## src/rtl/i2c_index_sequencer_if.sv

```systemverilog
// Bundles the sequencer's control inputs, limit inputs and index/flag outputs.
// No latency of its own; it is wiring only.
// No backpressure; start/step/abort are plain level strobes sampled each edge.
interface i2c_index_sequencer_if #(
  parameter int BI_BW = 3,
  parameter int MI_BW = 2,
  parameter int TI_BW = 5
);
  logic             start;
  logic             step;
  logic             abort;
  logic [BI_BW-1:0] limit_bit;
  logic [MI_BW-1:0] limit_msg;
  logic [TI_BW-1:0] limit_trans;
  logic [BI_BW-1:0] index_bit;
  logic [MI_BW-1:0] index_msg;
  logic [TI_BW-1:0] index_trans;
  logic             last_bit;
  logic             last_msg;
  logic             last_trans;
  logic             carry_msg;
  logic             carry_trans;
  logic             busy;
  logic             done;

  // Controller side: issues commands and limits, observes progress.
  modport master (
    output start, step, abort, limit_bit, limit_msg, limit_trans,
    input  index_bit, index_msg, index_trans, last_bit, last_msg, last_trans,
           carry_msg, carry_trans, busy, done
  );

  // Sequencer side.
  modport slave (
    input  start, step, abort, limit_bit, limit_msg, limit_trans,
    output index_bit, index_msg, index_trans, last_bit, last_msg, last_trans,
           carry_msg, carry_trans, busy, done
  );
endinterface

```

## src/rtl/i2c_index_sequencer.sv

```systemverilog
// Three-level bit/message/transaction index counter with latched limits and carries.
// Steps land on index_* at the sampling edge; last/carry flags are combinational.
// No backpressure: each step in RUN is always accepted; abort overrides step/start.
module i2c_index_sequencer #(
  parameter int BI_BW = 3,
  parameter int MI_BW = 2,
  parameter int TI_BW = 5
) (
  input  logic clock,
  input  logic reset,
  i2c_index_sequencer_if.slave bus
);

  localparam logic [1:0] ST_IDLE = 2'd0;
  localparam logic [1:0] ST_RUN  = 2'd1;
  localparam logic [1:0] ST_DONE = 2'd2;

  logic [1:0]       state;
  logic [BI_BW-1:0] idx_bit;
  logic [MI_BW-1:0] idx_msg;
  logic [TI_BW-1:0] idx_trans;
  logic [BI_BW-1:0] lim_bit;
  logic [MI_BW-1:0] lim_msg;
  logic [TI_BW-1:0] lim_trans;
  logic             done_q;

  logic hit_bit;
  logic hit_msg;
  logic hit_trans;
  logic adv;
  logic wrap_bit;
  logic wrap_msg;
  logic finish;

  // Limits are compared against the shadow copies so mid-run limit changes are invisible.
  assign hit_bit   = (idx_bit   == lim_bit);
  assign hit_msg   = (idx_msg   == lim_msg);
  assign hit_trans = (idx_trans == lim_trans);

  // A step only counts in RUN, and abort wins over it.
  assign adv      = (state == ST_RUN) && bus.step && !bus.abort;
  assign wrap_bit = adv && hit_bit;
  assign wrap_msg = wrap_bit && hit_msg;
  assign finish   = wrap_msg && hit_trans;

  assign bus.index_bit   = idx_bit;
  assign bus.index_msg   = idx_msg;
  assign bus.index_trans = idx_trans;
  assign bus.last_bit    = hit_bit;
  assign bus.last_msg    = hit_msg;
  assign bus.last_trans  = hit_trans;
  assign bus.carry_msg   = wrap_bit;
  assign bus.carry_trans = wrap_msg;
  assign bus.busy        = (state == ST_RUN);
  assign bus.done        = done_q;

  // FSM, index counters, shadow limits and the one-cycle done pulse.
  always_ff @(posedge clock or posedge reset) begin
    if (reset) begin
      state     <= ST_IDLE;
      idx_bit   <= '0;
      idx_msg   <= '0;
      idx_trans <= '0;
      lim_bit   <= '0;
      lim_msg   <= '0;
      lim_trans <= '0;
      done_q    <= 1'b0;
    end else begin
      done_q <= 1'b0;
      case (state)
        ST_IDLE: begin
          if (bus.start && !bus.abort) begin
            lim_bit   <= bus.limit_bit;
            lim_msg   <= bus.limit_msg;
            lim_trans <= bus.limit_trans;
            idx_bit   <= '0;
            idx_msg   <= '0;
            idx_trans <= '0;
            state     <= ST_RUN;
          end
        end
        ST_RUN: begin
          if (bus.abort) begin
            idx_bit   <= '0;
            idx_msg   <= '0;
            idx_trans <= '0;
            state     <= ST_IDLE;
          end else if (bus.step) begin
            if (!hit_bit) begin
              idx_bit <= idx_bit + BI_BW'(1);
            end else begin
              idx_bit <= '0;
              if (!hit_msg) begin
                idx_msg <= idx_msg + MI_BW'(1);
              end else begin
                idx_msg <= '0;
                if (!hit_trans) begin
                  idx_trans <= idx_trans + TI_BW'(1);
                end else begin
                  // Final step of the sequence: everything is back at zero.
                  idx_trans <= '0;
                  state     <= ST_DONE;
                  done_q    <= 1'b1;
                end
              end
            end
          end
        end
        ST_DONE: begin
          state <= ST_IDLE;
        end
        default: begin
          state <= ST_IDLE;
        end
      endcase
    end
  end

endmodule

```

## src/flat_wrapper.sv

```systemverilog
// flat-port wrapper written by rule: the top's interface ports become plain ports
module i2c_index_sequencer_flat 
#(
  parameter int BI_BW = 3,
  parameter int MI_BW = 2,
  parameter int TI_BW = 5
)
  (clock, reset, bus_start, bus_step, bus_abort, bus_limit_bit, bus_limit_msg, bus_limit_trans, bus_index_bit, bus_index_msg, bus_index_trans, bus_last_bit, bus_last_msg, bus_last_trans, bus_carry_msg, bus_carry_trans, bus_busy, bus_done);
  i2c_index_sequencer_if #(.BI_BW(BI_BW), .MI_BW(MI_BW), .TI_BW(TI_BW)) bus_i ();
  input  logic clock;
  input  logic reset;
  input wire logic [$bits(bus_i.start)-1:0] bus_start;
  input wire logic [$bits(bus_i.step)-1:0] bus_step;
  input wire logic [$bits(bus_i.abort)-1:0] bus_abort;
  input wire logic [$bits(bus_i.limit_bit)-1:0] bus_limit_bit;
  input wire logic [$bits(bus_i.limit_msg)-1:0] bus_limit_msg;
  input wire logic [$bits(bus_i.limit_trans)-1:0] bus_limit_trans;
  output wire logic [$bits(bus_i.index_bit)-1:0] bus_index_bit;
  output wire logic [$bits(bus_i.index_msg)-1:0] bus_index_msg;
  output wire logic [$bits(bus_i.index_trans)-1:0] bus_index_trans;
  output wire logic [$bits(bus_i.last_bit)-1:0] bus_last_bit;
  output wire logic [$bits(bus_i.last_msg)-1:0] bus_last_msg;
  output wire logic [$bits(bus_i.last_trans)-1:0] bus_last_trans;
  output wire logic [$bits(bus_i.carry_msg)-1:0] bus_carry_msg;
  output wire logic [$bits(bus_i.carry_trans)-1:0] bus_carry_trans;
  output wire logic [$bits(bus_i.busy)-1:0] bus_busy;
  output wire logic [$bits(bus_i.done)-1:0] bus_done;
  assign bus_i.start = bus_start;
  assign bus_i.step = bus_step;
  assign bus_i.abort = bus_abort;
  assign bus_i.limit_bit = bus_limit_bit;
  assign bus_i.limit_msg = bus_limit_msg;
  assign bus_i.limit_trans = bus_limit_trans;
  assign bus_index_bit = bus_i.index_bit;
  assign bus_index_msg = bus_i.index_msg;
  assign bus_index_trans = bus_i.index_trans;
  assign bus_last_bit = bus_i.last_bit;
  assign bus_last_msg = bus_i.last_msg;
  assign bus_last_trans = bus_i.last_trans;
  assign bus_carry_msg = bus_i.carry_msg;
  assign bus_carry_trans = bus_i.carry_trans;
  assign bus_busy = bus_i.busy;
  assign bus_done = bus_i.done;
  i2c_index_sequencer #(.BI_BW(BI_BW), .MI_BW(MI_BW), .TI_BW(TI_BW)) u_core (.clock(clock), .reset(reset), .bus(bus_i));
endmodule
```

## config.mk

```make
export PLATFORM = sky130hd
export DESIGN_NAME = i2c_index_sequencer_flat
export DESIGN_NICKNAME = d
export VERILOG_FILES = /design/src/rtl/i2c_index_sequencer_if.sv /design/src/rtl/i2c_index_sequencer.sv /design/src/flat_wrapper.sv
export SDC_FILE = /design/constraint.sdc
export NUM_CORES = 1
export LEC_CHECK = 0
export CAP_MARGIN = 25
export CORE_MARGIN = 8
export CORE_UTILIZATION = 55
export DETAILED_ROUTE_END_ITERATION = 7
export DONT_BUFFER_PORTS = 1
export PLACE_DENSITY_LB_ADDON = 0.3
export SYNTH_ARGS = -nofsm -noshare
export SYNTH_HDL_FRONTEND = slang
export SYNTH_SLANG_ARGS = --single-unit
```

## constraint.sdc

```tcl
create_clock -name clock -period 2.1 [get_ports clock]
set_input_delay 0.42 -clock clock [delete_from_list [all_inputs] [get_ports clock]]
set_output_delay 0.42 -clock clock [all_outputs]
set_load 0.01 [all_outputs]
```

**Word-level counts from Yosys, hierarchy flattened**

Cells that the tools add are included.

- Output and inout port bits: 17
- Bits of input ports: 15
- Word-level logic and storage cells: 64
- Register bits after elaboration: 23

- $add $sub $neg: 3
- Mux-type cells: 31
- Equal/unequal tests: 9
- Reductions and logical operators: 13

Operators by type and width:

| kind | count |
|---|---|
| $mux 5 | 6 |
| $mux 2 | 11 |
| $mux 3 | 4 |
| $pmux 5 s2 | 1 |
| $reduce_and 5->1 | 2 |
| $pmux 2 s2 | 2 |
| $mux 1 | 6 |
| $ne 3x2->1 const B | 2 |
| $ne 3x3->1 const B | 2 |
| $pmux 3 s2 | 1 |
| $add 5x1->5 const B | 1 |
| $eq 5x5->1 | 1 |
| $logic_and 1x1->1 | 5 |
| $reduce_and 4->1 | 1 |
| $add 3x1->3 const B | 1 |
| $eq 3x3->1 | 1 |
| $reduce_and 3->1 | 1 |
| $add 2x1->2 const B | 1 |
| $eq 2x1->1 const B | 1 |
| $eq 2x2->1 | 1 |
| $logic_not 2->1 | 1 |
| $ne 2x1->1 const B | 1 |
| $reduce_and 2->1 | 1 |
| $reduce_bool 2->1 | 1 |
| $logic_not 1->1 | 1 |

**Longest topological paths before layout**

- Depth in word-level cells: 7
- Depth in mapped cells: 6
- Depth with buffers taken out: 5

**Worst setup path after synthesis**

OpenSTA, ideal clock, no wires.

- Kind: input -> register
- From: input port bus_abort
- To: register u_core.idx_trans[2] (netlist: u_core.bus.index_trans[2])
- Data arrival time: 1.655 ns
- Data required time: 1.979 ns
- Cell stages on the path: 6
- Buffers on the path: 1
- Slack: 0.324 ns
- Path through: or3b_4 > a211oi_1 > a31oi_1 > buf_6 > o21bai_1 > a22o_1

- Longest elaborated chain between the ends: 4
- Elaborated cells on any way between the ends: 9
- Classes of those cells: 4 x eq/ne; 2 x mux; 3 x reduce/logical

RTL lines:

| item | RTL line | text |
|---|---|---|
| start, declared | flat_wrapper.sv:14 | `input wire logic [$bits(bus_i.abort)-1:0] bus_abort;` |
| $logic_not 1->1 | i2c_index_sequencer.sv:72 | `if (bus.start && !bus.abort) begin` |
| $logic_and 1x1->1 | i2c_index_sequencer.sv:72 |  |
| $ne 2x1->1 (no source line) | -- |  |
| $reduce_and 5->1 (no source line) | -- |  |
| end signal, assigned | i2c_index_sequencer.sv:98 | `idx_trans <= idx_trans + TI_BW'(1);` |
| end, declared | i2c_index_sequencer.sv:21 | `logic [TI_BW-1:0] idx_trans;` |

Parallel ways exist; a longest one is shown, timed or not.
A chain may end at the register's enable or synchronous reset.

**Worst setup path in the final report**

- From: register u_core.idx_bit[1] (netlist: u_core.bus.index_bit[1])
- To: output port bus_carry_trans

- Longest elaborated chain between the ends: 3

RTL lines:

| item | RTL line | text |
|---|---|---|
| start, declared | i2c_index_sequencer.sv:19 | `logic [BI_BW-1:0] idx_bit;` |
| start signal, assigned | i2c_index_sequencer.sv:90 | `idx_bit <= idx_bit + BI_BW'(1);` |
| $eq 3x3->1 | i2c_index_sequencer.sv:36 | `assign hit_bit = (idx_bit == lim_bit);` |
| $logic_and 1x1->1 | i2c_index_sequencer.sv:42 | `assign wrap_bit = adv && hit_bit;` |
| $logic_and 1x1->1 | i2c_index_sequencer.sv:43 | `assign wrap_msg = wrap_bit && hit_msg;` |
| end, declared | flat_wrapper.sv:25 | `output wire logic [$bits(bus_i.carry_trans)-1:0] bus_carry_trans;` |

No other way between the ends.

==> impl_metrics.tcl <==
set metrics [dict create \
    rows 17 \
    switching_share 0.346 \
    fin_ws_ps 69.6 \
    finalSetupViolCount 0 \
    ys_seq_area_frac 0.481 \
    drtIter0Drc 63 \
    grt_pass1_wl_mm 4.15 \
    p_comb_frac 0.303 \
    crit_arrival_ps 1610 \
    critPathMaxStageDelay_ps 480 \
    clockBufferDepth 2 \
    die_h_um 62.7 \
    clkSinkCount 23 \
    finalCritPeriodShare 0.967 \
    drv_cap 0 \
    clockRootBuffer "clkbuf_4" \
    synthAdderAreaFrac 0.0209 \
    ys_types 35 \
    slew_violations 0 \
    synth-simple-area-share 0.173 \
    synth_xor_area_frac 0.0878 \
    place.gp.congestion 0.764 \
    synth_warnings 0 \
    synth_compound_area_frac 0.109 \
    htree_num_levels 1 \
    intPower_w 0.000770 \
    placed_area_um2 1280 \
    dr.pass1.iters 4 \
    rsz0062_at_grt "yes" \
    track_usage 0.130 \
    tns_ps 0 \
    path_class "reg2out" \
    drive_above_1_share 0.348 \
    diodes 0 \
    synth_ff_type "dfrtp_1" \
    status "completed" \
    hold_path.class "in2async" \
    path_clk_slew_ps 130 \
    path_max_fanout 4 \
    crit_path_end_kind "output pin" \
    nets 133 \
    finalPower_w 0.00118 \
    drtAntennaViolNets 0 \
    viasPerCell 5.80 \
    pin_count 32 \
    slew_headroom 0.769 \
    dp_slack_ps 254 \
    antenna_found_initial 0 \
    synth_area_um2 1200 \
    r2r_cells 6 \
    seqPwrFrac 0.517 \
    post-route-drc-count 0 \
    p_per_area_nw_per_um2 872 \
    clkPwrFrac 0.180 \
    clk_latency_ps 320 \
    min_period_ps 2030 \
    grt-ovfl-total 0 \
    cts_buffers 3 \
    crit_slowest_cell "dfrtp_2" \
    syn-num-nets 120 \
    start_util 0.563 \
    core_um2 2130 \
    synth_mux_area_frac 0.112 \
    grt_max_degree 24 \
    final_hold_viol_count 0 \
    drt_wl_total_mm 2.47 \
    holdWs_ps 1.48 \
    ys_ff_latch 23 \
    fin_area_um2 1350 \
    wire_per_inst_um 17.3 \
    num-fill-cells 169 \
    fp.dieW_um 62.7 \
    synth_top_family_by_area "simple AND/OR/NAND/NOR gates" \
    synth-edff-count 0 \
    final_common_cell "dfrtp_1" \
    first_global_vias 855 \
    io_buffers 0 \
    mostFrequentLayoutCells "dfrtp_1 (18), mux2_2 (11), nand2_1 (11), buf_4 (10), xor2_1 (9)" \
    critPathRequiredTime_ps 1680 \
    hpwl_mm 1.88 \
    clock_skew_ps 5.31 \
    fmax_mhz 493 \
    vias 829 \
    die_area_um2 3930 \
    synthCells 103 \
    cts_tree "yes" \
    start_kind "flip-flop" \
    worstPathCellList "xor2_2, nor3_4, and2_4, and3_4" \
    peakVddDrop_mv 0.565 \
    power_leakage_nw 0.624 \
    postSynthAreaPerCell_um2 11.6 \
    power.switching_w 0.000407 \
    async_reset_ff_frac 1.00 \
    tightest_slew_ps 344 \
    area_growth_pct 12.6 \
]
==> timing repair <==
| item | in CTS | in global routing |
|---|---|---|
| hold buffers | 0 | 0 |
| gates cloned | 0 | 0 |
| pin swaps | 0 | 2 |
| gates resized for setup | 2 | 7 |
| setup buffers | 0 | 2 |
| setup endpoints to repair | 1 | 2 |
==> stage by stage <==
step / utilization / instances
after floorplan: - / 103
after global placement: 0.603 / 137
after detailed placement: 0.603 / 137
after CTS: 0.618 / 141
after global routing: 0.634 / 143
final: 0.634 / 143
==> final timing paths <==
path	from	endpoint	slack, ps
max in group asynchronous	reset	u_core.bus.index_bit[2]	1850
min in group clock	bus_limit_trans[0]	u_core.lim_trans[0]	240
min reg2reg	u_core.lim_msg[0]	u_core.lim_msg[0]	540
min	reset	u_core.lim_trans[0]	1
max reg2reg	u_core.state[0]	u_core.bus.index_trans[3]	220
max	u_core.bus.index_bit[1]	bus_carry_trans	70
==> final cells by class <==
cell class / instances / area, um2 / area share
Clock buffer: 3 / 22.5 / 0.0167
Clock inverter: 1 / 5.00 / 0.00371
Inverter: 1 / 3.75 / 0.00278
Multi-Input combinational cell: 77 / 626 / 0.464
Sequential cell: 23 / 582 / 0.431
Tap cell: 28 / 35.0 / 0.0260
Timing Repair Buffer: 10 / 75.1 / 0.0557
==> sequential cells by signal, summed over array words and instances, names as in the netlist <==
name                    count
u_core.bus.index_bit        3
u_core.bus.done             1
u_core.lim_trans            5
u_core.bus.index_trans      5
u_core.bus.index_msg        2
u_core.state                2
u_core.lim_msg              2
u_core.lim_bit              3
==> power groups by stage <==
stage / logic (W) / clock network (W) / registers, W
floorplan: 0.000252 / 0 / 0.000593
global placement: 0.000319 / 0 / 0.000610
detailed placement: 0.000335 / 0 / 0.000616
CTS: 0.000339 / 0.000219 / 0.000608
global route: 0.000390 / 0.000234 / 0.000623
finish: 0.000357 / 0.000212 / 0.000608
==> Yosys cell counts (all sizes together) (2+ instances only) <==
master,count,share of area
dfrtp,23,0.48
mux2,11,0.10
nand2,11,0.034
xor2,10,0.073
nor2,6,0.019
nand3,4,0.017
a21o,2,0.013
a22o,2,0.015
and2,2,0.010
and3,2,0.010
and4,2,0.015
buf,2,0.014
ha,2,0.021
nor2b,2,0.010
nor4,2,0.010
o21ai,2,0.0084
o41ai,2,0.021
xnor2,2,0.015
==> per-layer routing <==
layer	vias to the layer above	global-route usage	share of wire
met5	-	0	0
met4	0	0.0712	0.021
li1	389	-	-
met3	5	0.0430	0.061
met1	411	0.147	0.43
met2	24	0.211	0.49
==> critical path: cells and delay by family, from the launching register on <==
kind	cells	cell delay (ps)
DFF	1	480
xor gates and xnor gates	1	180
and+or+nand+nor	3	630
==> logic make-up after synthesis <==
logic type / after synthesis
muxes: 12
DFF: 23
and+or+nand+nor: 36
xor gates and xnor gates: 12
AOI/OAI and AO/OA: 15
adders and majority gates: 2
buffers and inverters: 3
Power figures use the tool's default switching activity.
